<file path="src/rtl/food_placer_if.sv">
// Signal bundle between the food placer, the coordinate generator, the
// snake-occupancy lookup and the game-control FSM.
// The slave view is the placer itself; the master view is everything around it.
interface food_placer_if;
  logic [7:0] rand_x;
  logic [6:0] rand_y;
  logic       place_req;
  logic       occ_req;
  logic [7:0] occ_x;
  logic [6:0] occ_y;
  logic       occ_ack;
  logic       occ_hit;
  logic [7:0] food_x;
  logic [6:0] food_y;
  logic       food_valid;
  logic       busy;
  logic       done;
  logic       fail;

  modport master (
    output rand_x, rand_y, place_req, occ_ack, occ_hit,
    input  occ_req, occ_x, occ_y, food_x, food_y, food_valid, busy, done, fail
  );

  modport slave (
    input  rand_x, rand_y, place_req, occ_ack, occ_hit,
    output occ_req, occ_x, occ_y, food_x, food_y, food_valid, busy, done, fail
  );
endinterface

</file>
<file path="src/rtl/food_placer.sv">
// Food placer: turns the free-running generator coordinates into one
// validated food position per request. Each candidate is range-checked
// against the playfield, then checked against the snake-occupancy lookup.
// Rejected candidates are retried until MAX_TRIES samples have been used,
// after which a fail pulse is reported instead of a placement.
// MAX_TRIES must lie in 2..255 so the last-try compare fits the 8-bit counter.
module food_placer #(
  parameter int unsigned X_MIN     = 3,
  parameter int unsigned X_MAX     = 157,
  parameter int unsigned Y_MIN     = 3,
  parameter int unsigned Y_MAX     = 117,
  parameter int unsigned MAX_TRIES = 32
) (
  input  logic         clock,
  input  logic         reset,
  food_placer_if.slave bus
);

  // Playfield bounds narrowed to the input widths so compares stay unsigned
  // at full input width.
  localparam logic [7:0] X_LO     = 8'(X_MIN);
  localparam logic [7:0] X_HI     = 8'(X_MAX);
  localparam logic [6:0] Y_LO     = 7'(Y_MIN);
  localparam logic [6:0] Y_HI     = 7'(Y_MAX);
  localparam logic [7:0] LAST_TRY = 8'(MAX_TRIES - 1);

  typedef enum logic [2:0] {
    S_IDLE,
    S_SAMPLE,
    S_QUERY,
    S_WAIT,
    S_COMMIT,
    S_FAIL
  } state_t;

  state_t     state_q, state_d;
  logic [7:0] cand_x_q, cand_x_d;
  logic [6:0] cand_y_q, cand_y_d;
  logic [7:0] tries_q, tries_d;
  logic [7:0] food_x_q, food_x_d;
  logic [6:0] food_y_q, food_y_d;
  logic       food_valid_q, food_valid_d;

  logic       rand_in_range;
  logic       last_try;

  // Candidate range test on the raw generator outputs and final-try detection.
  always_comb begin
    rand_in_range = (bus.rand_x >= X_LO) && (bus.rand_x <= X_HI) &&
                    (bus.rand_y >= Y_LO) && (bus.rand_y <= Y_HI);
    last_try      = (tries_q == LAST_TRY);
  end

  // Next-state logic: sample, query, await the lookup answer, commit or retry.
  always_comb begin
    state_d      = state_q;
    cand_x_d     = cand_x_q;
    cand_y_d     = cand_y_q;
    tries_d      = tries_q;
    food_x_d     = food_x_q;
    food_y_d     = food_y_q;
    food_valid_d = food_valid_q;

    case (state_q)
      S_IDLE: begin
        if (bus.place_req) begin
          food_valid_d = 1'b0;
          tries_d      = 8'd0;
          state_d      = S_SAMPLE;
        end
      end

      S_SAMPLE: begin
        cand_x_d = bus.rand_x;
        cand_y_d = bus.rand_y;
        if (rand_in_range) begin
          state_d = S_QUERY;
        end else if (last_try) begin
          state_d = S_FAIL;
        end else begin
          tries_d = tries_q + 8'd1;
          state_d = S_SAMPLE;
        end
      end

      S_QUERY: begin
        state_d = S_WAIT;
      end

      S_WAIT: begin
        if (bus.occ_ack) begin
          if (!bus.occ_hit) begin
            state_d = S_COMMIT;
          end else if (last_try) begin
            state_d = S_FAIL;
          end else begin
            tries_d = tries_q + 8'd1;
            state_d = S_SAMPLE;
          end
        end
      end

      S_COMMIT: begin
        food_x_d     = cand_x_q;
        food_y_d     = cand_y_q;
        food_valid_d = 1'b1;
        state_d      = S_IDLE;
      end

      S_FAIL: begin
        state_d = S_IDLE;
      end

      default: begin
        state_d = S_IDLE;
      end
    endcase
  end

  // State and datapath registers; reset abandons any outstanding query.
  always_ff @(posedge clock) begin
    if (reset) begin
      state_q      <= S_IDLE;
      cand_x_q     <= 8'd0;
      cand_y_q     <= 7'd0;
      tries_q      <= 8'd0;
      food_x_q     <= 8'd0;
      food_y_q     <= 7'd0;
      food_valid_q <= 1'b0;
    end else begin
      state_q      <= state_d;
      cand_x_q     <= cand_x_d;
      cand_y_q     <= cand_y_d;
      tries_q      <= tries_d;
      food_x_q     <= food_x_d;
      food_y_q     <= food_y_d;
      food_valid_q <= food_valid_d;
    end
  end

  // Moore outputs; the query coordinates are the latched candidate, which
  // cannot change between the query strobe and the answer.
  always_comb begin
    bus.occ_req    = (state_q == S_QUERY);
    bus.occ_x      = cand_x_q;
    bus.occ_y      = cand_y_q;
    bus.done       = (state_q == S_COMMIT);
    bus.fail       = (state_q == S_FAIL);
    bus.busy       = (state_q != S_IDLE);
    bus.food_x     = food_x_q;
    bus.food_y     = food_y_q;
    bus.food_valid = food_valid_q;
  end

endmodule
</file>
<file path="src/flat_wrapper.sv">
// flat-port wrapper written by rule: the top's interface ports become plain ports
module food_placer_flat 
#(
  parameter int unsigned X_MIN     = 3,
  parameter int unsigned X_MAX     = 157,
  parameter int unsigned Y_MIN     = 3,
  parameter int unsigned Y_MAX     = 117,
  parameter int unsigned MAX_TRIES = 32
)
  (clock, reset, bus_rand_x, bus_rand_y, bus_place_req, bus_occ_ack, bus_occ_hit, bus_occ_req, bus_occ_x, bus_occ_y, bus_food_x, bus_food_y, bus_food_valid, bus_busy, bus_done, bus_fail);
  food_placer_if bus_i ();
  input  logic clock;
  input  logic reset;
  input wire logic [$bits(bus_i.rand_x)-1:0] bus_rand_x;
  input wire logic [$bits(bus_i.rand_y)-1:0] bus_rand_y;
  input wire logic [$bits(bus_i.place_req)-1:0] bus_place_req;
  input wire logic [$bits(bus_i.occ_ack)-1:0] bus_occ_ack;
  input wire logic [$bits(bus_i.occ_hit)-1:0] bus_occ_hit;
  output wire logic [$bits(bus_i.occ_req)-1:0] bus_occ_req;
  output wire logic [$bits(bus_i.occ_x)-1:0] bus_occ_x;
  output wire logic [$bits(bus_i.occ_y)-1:0] bus_occ_y;
  output wire logic [$bits(bus_i.food_x)-1:0] bus_food_x;
  output wire logic [$bits(bus_i.food_y)-1:0] bus_food_y;
  output wire logic [$bits(bus_i.food_valid)-1:0] bus_food_valid;
  output wire logic [$bits(bus_i.busy)-1:0] bus_busy;
  output wire logic [$bits(bus_i.done)-1:0] bus_done;
  output wire logic [$bits(bus_i.fail)-1:0] bus_fail;
  assign bus_i.rand_x = bus_rand_x;
  assign bus_i.rand_y = bus_rand_y;
  assign bus_i.place_req = bus_place_req;
  assign bus_i.occ_ack = bus_occ_ack;
  assign bus_i.occ_hit = bus_occ_hit;
  assign bus_occ_req = bus_i.occ_req;
  assign bus_occ_x = bus_i.occ_x;
  assign bus_occ_y = bus_i.occ_y;
  assign bus_food_x = bus_i.food_x;
  assign bus_food_y = bus_i.food_y;
  assign bus_food_valid = bus_i.food_valid;
  assign bus_busy = bus_i.busy;
  assign bus_done = bus_i.done;
  assign bus_fail = bus_i.fail;
  food_placer #(.X_MIN(X_MIN), .X_MAX(X_MAX), .Y_MIN(Y_MIN), .Y_MAX(Y_MAX), .MAX_TRIES(MAX_TRIES)) u_core (.clock(clock), .reset(reset), .bus(bus_i));
endmodule
</file>
<file path="config.mk">
export PLATFORM = sky130hd
export DESIGN_NAME = food_placer_flat
export DESIGN_NICKNAME = d
export VERILOG_FILES = /design/src/rtl/food_placer_if.sv /design/src/rtl/food_placer.sv /design/src/flat_wrapper.sv
export SDC_FILE = /design/constraint.sdc
export NUM_CORES = 1
export LEC_CHECK = 0
export BUFFER_PORTS_ARGS = -buffer_cell sky130_fd_sc_hd__buf_4
export CORE_MARGIN = 4
export CORE_UTILIZATION = 31
export CTS_CLUSTER_SIZE = 24
export DETAILED_ROUTE_END_ITERATION = 10
export GPL_TIMING_DRIVEN = 0
export PLACE_DENSITY = 0.51
export SLEW_MARGIN = 15
export SYNTH_ARGS = -nofsm -noshare
export SYNTH_HDL_FRONTEND = slang
export SYNTH_SLANG_ARGS = --single-unit
</file>
<file path="constraint.sdc">
create_clock -name clock -period 2.47 [get_ports clock]
set_clock_uncertainty 0.05 [all_clocks]
set_input_delay 0.247 -clock clock [delete_from_list [all_inputs] [get_ports clock]]
set_output_delay 0.247 -clock clock [all_outputs]
set_load 0.03 [all_outputs]
</file>
==> summary.md <==
| Metric | Value |
|---|---|
| Status | finished clean |
| R2r endpoint | u_core.state_q[0] |
| Final setup vio count | 0 |
| Max FO, Critical Path | 10 |
| Final setup TNS | 0 ns |
| Most numerous cell in the Yosys netlist | nand2_1 |
| Drt total wl | about 5500 um |
| RR Startpoint | u_core.state_q[0] |
| Row Count | 27 |
| Max cap viols | 0 |
| Fmax | ~0.46 GHz |
| Required @ worst endpoint | 2.62 ns |
| Slew of the pin with the lowest slew margin | about 0.6 ns |
| Fin worst setup slack | between 0.2 and 0.3 ns |
| CTS HTree Levels | 2 |
| Via density | about 4.9 |
| Worst path depth | 6 |
| Post-layout min period | around 2.2 ns |
| Post-layout util | about 43% |
| Worst Setup EP | u_core.state_q[0] |
| Die height | about 85 um |
| Final period util | 88.1% |
| I/O Pins | 55 |
| Mux cell area share after synthesis | 0% |
| CTS clk-pin slew, worst paths | roughly 0.08 ns |
| CTS sink cnt | 42 |
| # hold bufs at CTS | 0 |
| Critical Path Source | u_core.state_q[0] |
| Vias in the first global route | 1833 |
| Slew HR | roughly 60% |
| Drt first pass iters | 4 |
| Die width | around 85 um |
| Syn Nets | between 200 and 300 |
| GRT Total Usage | 15.6% |
| Flop2flop setup slack | 0.29 ns |
| Final net count | about 320 |
| Via count | about 1900 |
| Synth Cell Area | 1860 um^2 |
| Hold WC Path Type | input port to flop |
| Cts bufs inserted | 5 |
| Post-synthesis simple-gate area fraction | between 20 and 30% |
| EDFF count, synth | 0 |
| First-pass GRT wire length | roughly 9100 um |
| Crit Path Category | flop to flop |
| Detail Route Antenna Nets | 0 |
| Slowest stage delay, CP | approximately 0.45 ns |
| Synth Register Bits | between 40 and 50 |
| Post-Synthesis Cells | ~240 |
| Synth unique cells | 40 |
| Adder-cell share of the synthesized area | 0.674% |
| Delay-heaviest family, CP | simple AND/OR/NAND/NOR gates |
| Core Box Area | roughly 5600 um^2 |
| Diode count | 0 |
| 1st-iter DRT viols | 85 |
| Footprint of the multi-input gates | between 900 and 1000 um^2 |
| Area contributors post-synth | dfxtp_1, nand2_1, a21oi_1 |
| Share of cells above drive strength 1 | 22.4% |
| Power per Cell Area | 596 nW/um^2 |
| Largest net degree at the start of global routing | 18 |
| Leakage power | about 0.00094 uW |
| RePlAce Congestion | about 0.76 |
| Final hold violation count | 0 |
| WHS | between 0.15 and 0.2 ns |
| Root Driver | clkbuf_8 |
| Startpoint types | flop |
| Post-synth top area cell | dfxtp_1 |
| Top_reg_cell synth | dfxtp_1 |
| Worst path cell trace | clkbuf_1, nor2b_1, nor2b_1, clkbuf_1, a21oi_1, nor4_1 |
| Clk_lat worst skew | approximately 0.30 ns |
| Routed WL per cell | around 15 um |
| Gr ovfl total | 0 |
| Synth warn | 0 |
| Post-DP HPWL | approximately 4100 um |
| P&R area growth vs syn | 31.4% |
| Ys async rst share | 0% |
| DRC violations left | 0 |
| CP Capture Type | flop |
| R2R depth | 6 |
| Reg area | about 840 um^2 |
| Synth cell count leaders | nand2_1, dfxtp_1, a21oi_1, clkbuf_1, nor2_1 |
| Number of fill cells | 618 |
| RSZ-0062 raised after global routing | no |
| IO Port Bufs | 53 |
| Sequential area share after synthesis | 45.3% |
| Antenna violations before repair | 0 |
| Initial core utilization | between 30% and 40% |
| Post-Synth XOR/XNOR Area | 0% |
| Clk buf depth | 2 |
| CP Data Arrival Time | 2.33 ns |
| Slowest stage cell on the critical path | clkbuf_1 |
| Largest family of logic cells by synthesized area | simple AND/OR/NAND/NOR gates |
| Avg Cell Area, Syn | about 7.6 um^2 |
| Post-synth top area share | 45.3% |
| Max-slew violation count | 0 |
| Synth Area in Compound Gates | between 20% and 30% |
| VDD IR max | approximately 0.21 mV |
| CP bufs+invs | 2 |
| DP Worst Slack | 0.188 ns |
| CTS tree | done |
| Die area | 7290 um^2 |
[flip-flops by register name, summed over array words and instances, names as in the netlist]
name / count
u_core.bus.food_valid: 1
u_core.bus.occ_y: 7
u_core.bus.food_x: 8
u_core.state_q: 3
u_core.tries_q: 8
u_core.bus.food_y: 7
u_core.bus.occ_x: 8
[through the flow]
step	std cells	cell area, um^2	power, uW
2_1_floorplan	244	1860	909
3_3_place_gp	369	2340	1020
3_5_place_dp	369	2340	1020
4_1_cts	376	2430	1470
5_1_grt	376	2440	1530
6_report	376	2440	1450
[worst min-delay path by stage]
stage / start / to / slack (ns) / cells past startpoint
after floorplan: bus_rand_x[0] / u_core.bus.occ_x[0] / 0.33 / 2
after global placement: u_core.bus.food_x[2] / u_core.bus.food_x[2] / 0.39 / 2
after detailed placement: u_core.bus.food_x[5] / u_core.bus.food_x[5] / 0.40 / 2
after CTS: bus_rand_x[5] / u_core.bus.occ_x[5] / 0.14 / 3
after global routing: bus_rand_x[7] / u_core.bus.occ_x[7] / 0.16 / 3
final: bus_rand_x[5] / u_core.bus.occ_x[5] / 0.15 / 3
[layer usage]
layer | track usage, % | share of wire [%]
met1 | 19.2 | 46
met2 | 27.0 | 48
met3 | 3.79 | 5.0
met4 | 4.32 | 1.2
met5 | 0 | 0
[where the power goes]
part	internal, uW	total [uW]	switching (uW)
clock network	200	448	249
registers	702	720	18.3
logic	103	285	182
total	1000	1450	449
[worst register-to-register path: cells and delay by family (launching register included)]
family	cells	cell delay [ns]
AOI/OAI and AO/OA	1	0.13
DFF	1	0.31
buffers and inverters	2	0.70
and+or+nand+nor	3	0.89
[cell type report]
cell class / instances / share of cell area (%)
inverter: 3 / 0.616
clock buffer: 6 / 2.98
timing repair buffer: 53 / 16.3
clock inverter: 2 / 0.564
multi-input combinational: 183 / 38.7
tap: 72 / 3.69
sequential: 42 / 34.5
buffer: 15 / 2.62
[layout by cell type (no fill, tap or decap), drive strengths merged, types with 3 or more instances in the layout]
| master | instances |
|---|---|
| a21oi | 38 |
| a221oi | 3 |
| and2 | 3 |
| buf | 55 |
| clkbuf | 19 |
| clkinv | 3 |
| dfxtp | 42 |
| nand2 | 76 |
| nand3 | 5 |
| nor2 | 7 |
| nor2b | 5 |
| nor4 | 3 |
| o21ai | 6 |
| or3 | 4 |
[cells by family (layout without fill, tap and decap cells)]
group,after synthesis,in the layout
AND/OR/NAND/NOR,117,117
buffers and inverters,19,79
flip-flops,42,42
adder cells (fa/ha/maj),1,1
AO/OA/AOI/OAI,65,65
[what timing repair did]
item                                    in CTS  in global routing
gates resized for setup                      0                  3
setup buffers                                0                  0
cloned                                       0                  0
endpoints found under the setup margin       1                  6
No activity file was read; power rests on OpenSTA's default activity.
